## config.mk

```make
export PLATFORM = sky130hd
export DESIGN_NAME = cpu_control_unit
export DESIGN_NICKNAME = d
export VERILOG_FILES = /design/src/rtl/cpu_control_unit.sv
export SDC_FILE = /design/constraint.sdc
export NUM_CORES = 1
export LEC_CHECK = 0
export ABC_AREA = 1
export BUFFER_PORTS_ARGS = -buffer_cell sky130_fd_sc_hd__buf_2
export CAP_MARGIN = 20
export CORE_MARGIN = 2
export CORE_UTILIZATION = 40
export DETAILED_ROUTE_END_ITERATION = 8
export GPL_ROUTABILITY_DRIVEN = 0
export PLACE_DENSITY = 0.67
export SYNTH_ARGS = -nofsm -noshare
export SYNTH_HDL_FRONTEND = slang
export SYNTH_SLANG_ARGS = --single-unit
```

## constraint.sdc

```tcl
create_clock -name i_clk -period 2.5 [get_ports i_clk]
set_input_delay 0.125 -clock i_clk [delete_from_list [all_inputs] [get_ports i_clk]]
set_output_delay 0.125 -clock i_clk [all_outputs]
set_load 0.1 [all_outputs]
```

## src/rtl/cpu_control_unit.sv

```systemverilog
// cpu_control_unit: multi-cycle fetch/decode/execute sequencer for the 8-bit
// accumulator CPU. Owns PC and IR, drives the instruction ROM address and
// decodes {opcode, operand} into datapath strobes.
module cpu_control_unit #(
  parameter int unsigned ADDR_W   = 5,
  parameter int unsigned RESET_PC = 0
) (
  input  logic              i_clk,
  input  logic              i_rst,
  input  logic              i_run,
  input  logic [7:0]        i_instruction,
  output logic [ADDR_W-1:0] o_rom_addr,
  output logic [ADDR_W-1:0] o_pc,
  output logic [ADDR_W-1:0] o_mem_addr,
  output logic              o_mem_we,
  output logic              o_acc_we,
  output logic [1:0]        o_alu_op,
  output logic              o_out_valid,
  input  logic              i_out_ready,
  output logic              o_halted,
  output logic [2:0]        o_state
);

  typedef enum logic [2:0] {
    S_FETCH    = 3'd0,
    S_DECODE   = 3'd1,
    S_EXECUTE  = 3'd2,
    S_OUT_WAIT = 3'd3,
    S_HALTED   = 3'd4
  } state_t;

  typedef enum logic [2:0] {
    OP_NOP   = 3'd0,
    OP_LOAD  = 3'd1,
    OP_STORE = 3'd2,
    OP_ADD   = 3'd3,
    OP_SUB   = 3'd4,
    OP_JMP   = 3'd5,
    OP_HALT  = 3'd6,
    OP_OUT   = 3'd7
  } opcode_t;

  state_t            r_state;
  logic [ADDR_W-1:0] r_pc;
  logic [7:0]        r_ir;

  opcode_t           w_opcode;
  logic [ADDR_W-1:0] w_operand;

  assign w_opcode  = opcode_t'(r_ir[7:5]);
  assign w_operand = ADDR_W'(r_ir[4:0]);

  // Sequencer: PC, IR and state advance; JMP in EXECUTE overrides the FETCH increment.
  always_ff @(posedge i_clk or posedge i_rst) begin
    if (i_rst) begin
      r_state <= S_FETCH;
      r_pc    <= ADDR_W'(RESET_PC);
      r_ir    <= '0;
    end else begin
      case (r_state)
        S_FETCH: begin
          if (i_run) begin
            r_ir    <= i_instruction;
            r_pc    <= r_pc + ADDR_W'(1);
            r_state <= S_DECODE;
          end
        end
        S_DECODE: begin
          r_state <= S_EXECUTE;
        end
        S_EXECUTE: begin
          case (w_opcode)
            OP_JMP: begin
              r_pc    <= w_operand;
              r_state <= S_FETCH;
            end
            OP_HALT: r_state <= S_HALTED;
            OP_OUT:  r_state <= i_out_ready ? S_FETCH : S_OUT_WAIT;
            default: r_state <= S_FETCH;
          endcase
        end
        S_OUT_WAIT: begin
          if (i_out_ready) r_state <= S_FETCH;
        end
        S_HALTED: begin
          r_state <= S_HALTED;
        end
        default: r_state <= S_FETCH;
      endcase
    end
  end

  // Strobe decode from state and IR; combinational so async reset drops out_valid at once.
  always_comb begin
    o_mem_we    = 1'b0;
    o_acc_we    = 1'b0;
    o_alu_op    = 2'b00;
    o_out_valid = 1'b0;
    if (r_state == S_EXECUTE) begin
      case (w_opcode)
        OP_LOAD: begin
          o_acc_we = 1'b1;
          o_alu_op = 2'b00;
        end
        OP_ADD: begin
          o_acc_we = 1'b1;
          o_alu_op = 2'b01;
        end
        OP_SUB: begin
          o_acc_we = 1'b1;
          o_alu_op = 2'b10;
        end
        OP_STORE: o_mem_we    = 1'b1;
        OP_OUT:   o_out_valid = 1'b1;
        default: ;
      endcase
    end else if (r_state == S_OUT_WAIT) begin
      o_out_valid = 1'b1;
    end
  end

  assign o_rom_addr = r_pc;
  assign o_pc       = r_pc;
  assign o_mem_addr = w_operand;
  assign o_halted   = (r_state == S_HALTED);
  assign o_state    = r_state;

endmodule

```

==> flow_summary.toml <==
[floorplan]
die_h_um = 53.3
fp.dieArea_um2 = 2840
die_x_um = 53.3
start_util_pct = 43.1
ios = 36
rows = 17
coreArea_um2 = 2250

[finish]
drive_gt1_share_pct = 32.5
diodes = 0
final.fill_count = 249
fin_cells = 185
multiInputGateArea_um2 = 425
nets = 171
final_core_util_pct = 51.2
seqCellArea_um2 = 400
synthToLayoutAreaGrowth_pct = 18.8

[sta]
rsz0062_at_grt = "false"
skew_ns = 0.00137
drv_slew = 0
slew_headroom_pct = 59.1
fin_crit_sh_pct = 79.0
max_freq_mhz = 507
holdWs_ns = 0.0797
hold_viol_final = 0
finalSetupViolCount = 0
worstMarginPinSlew_ns = 0.613
finalCriticalPeriod_ns = 1.97

[critical_path]
arrival_ns = 1.85
path_class = "register to output pin"
critPathLaunchType = "register"
critPathSlowestCell = "buf_2"
crit_path_end_kind = "output pin"
cpPeakStageDelay_ns = 0.44
critPathMaxFanout = 9
worstRegToRegCells = 5
crit_required_ns = 2.38
path_cells = "inv_2 -> nand2_2 -> nor2_4 -> nand2_1 -> o22ai_2 -> buf_2"

[yosys]
synth_cell_types = 21
yosysTopAreaCellShare_pct = 41.2
synth_area_leaders = "dfrtp_1 41%, nand2_1 12%, buf_4 7.7%, inv_1 7.0%, nand3_1 6.2%"
synth_area_per_cell_um2 = 7.53
synth_largest_area_cell = "dfrtp_1"
synth_cells = 129
yosysWarnings = 0
ys_ff_latch = 16
syn_nets = 142
ys_seq_area_share_pct = 41.2
syn_area_um2 = 971

[grt]
grt_overflow = 0
grt_usage_pct = 17.0
grt_pass1_wl_um = 3470
antenna_found_initial = 0
grt_pass1_vias = 813
grt_max_degree = 21

[flow_run]
max_cap_viol_count = 0

[clocking]
worstSkewPairLatency_ns = 0.28
clk_path_buf_depth = 2
root_buffer = "clkbuf_4"
clk_pin_slew_worst_paths_ns = 0.09
htree_levels = 1
cts_tree = "built"
clock-sinks = 16
numCtsBuffers = 3
post_cts_buffers = 0

[worst_hold_path]
worstHoldPathCells = 3
hold_class = "primary input to register"

[routing]
first_pass_iters = 6
routedWlPerCell_um = 11.2
drt_iter0_drc = 7
vias = 899
drc = 0
viasPerCell = 4.86
ant_nets = 0
wl_um = 2070

[placement]
portBuffers = 35
dp_cells = 180
hpwlAfterDp_um = 1590

[run_status]
status = "finished clean"
-- layout by cell type, fill, tap and decap left out, types with 3 or more instances in the layout --
master	netlist	layout
nand4_1	3	3
clkbuf_4	0	3
dfrtp_1	16	16
buf_2	1	35
a21oi_1	6	6
o21ai_0	5	5
nor2_2	1	3
nand2_1	31	31
nand3_1	12	12
nor2_1	12	10
inv_1	18	18
-- layer usage --
layer  global-route usage, %  up-vias  part of all wire (%)
met5                       0        -                     0
met4                    4.27        0                   1.4
met3                    6.21        4                   5.7
met2                    29.0       28                    48
met1                    20.1      406                    45
li1                        -      461                     -
-- Yosys cell counts --
master	number
o211ai_1	1
buf_4	10
inv_2	1
nand2_1	31
nor2_2	1
buf_6	1
buf_2	1
nand3_2	2
nor2_1	12
nor2_4	1
nand4_1	3
o22ai_1	3
nand3b_1	1
dfrtp_1	16
nand2_2	1
a21oi_1	6
ha_1	1
inv_1	18
nand3_1	12
o21ai_0	5
nand2_4	2
-- worst paths after layout --
kind | startpoint | to | slack, ns
max in group asynchronous | i_rst | o_pc[1] | 1.66
hold reg to reg | r_ir[0] | r_ir[0] | 0.53
hold / removal | i_instruction[0] | r_ir[0] | 0.08
setup / recovery | o_state[2] | o_acc_we | 0.53
min in group asynchronous | i_rst | r_ir[2] | 0.45
setup reg to reg | o_state[0] | o_pc[0] | 0.96
-- critical path: cells and delay by family (launching register included) --
| kind | cells | cell delay (ns) |
|---|---|---|
| AND/OR/NAND/NOR | 3 | 0.45 |
| flip-flops | 1 | 0.40 |
| buffers and inverters | 2 | 0.60 |
| AO/OA/AOI/OAI | 1 | 0.11 |
-- sequential cells by signal, indices dropped and copies added (netlist names) --
register / flops
r_ir: 8
o_state: 3
o_pc: 5
-- final cells by class --
type | count | share of cell area, %
clock buffer | 4 | 3.15
inverter | 19 | 6.18
sequential | 16 | 34.7
multi-input combinational | 82 | 36.9
tap | 28 | 3.04
timing repair buffer | 36 | 16.1
-- cell families after synthesis --
kind of cell	synth area share (%)
AO/OA/AOI/OAI	8.38
adder cells (fa/ha/maj)	1.29
buffers and inverters	16.8
AND/OR/NAND/NOR	32.3
flip-flops	41.2
-- metrics by stage --
step	cell area, um2	setup TNS, ns	setup WS (ns)
3_5_place_dp	1110	0	0.855
5_1_grt	1150	0	0.412
3_3_place_gp	1110	0	0.925
6_report	1150	0	0.526
2_1_floorplan	988	-0.823	-0.411
4_1_cts	1150	0	0.525
-- timing repair --
item / in CTS / in global routing
hold buffers: 1 / 0
endpoints found under the hold margin: 16 / 0
gates resized for setup: 0 / 0
Power is left out: the tool's default activity adds up to more than one toggle a clock period on the data nets, which glitch-free logic cannot reach.
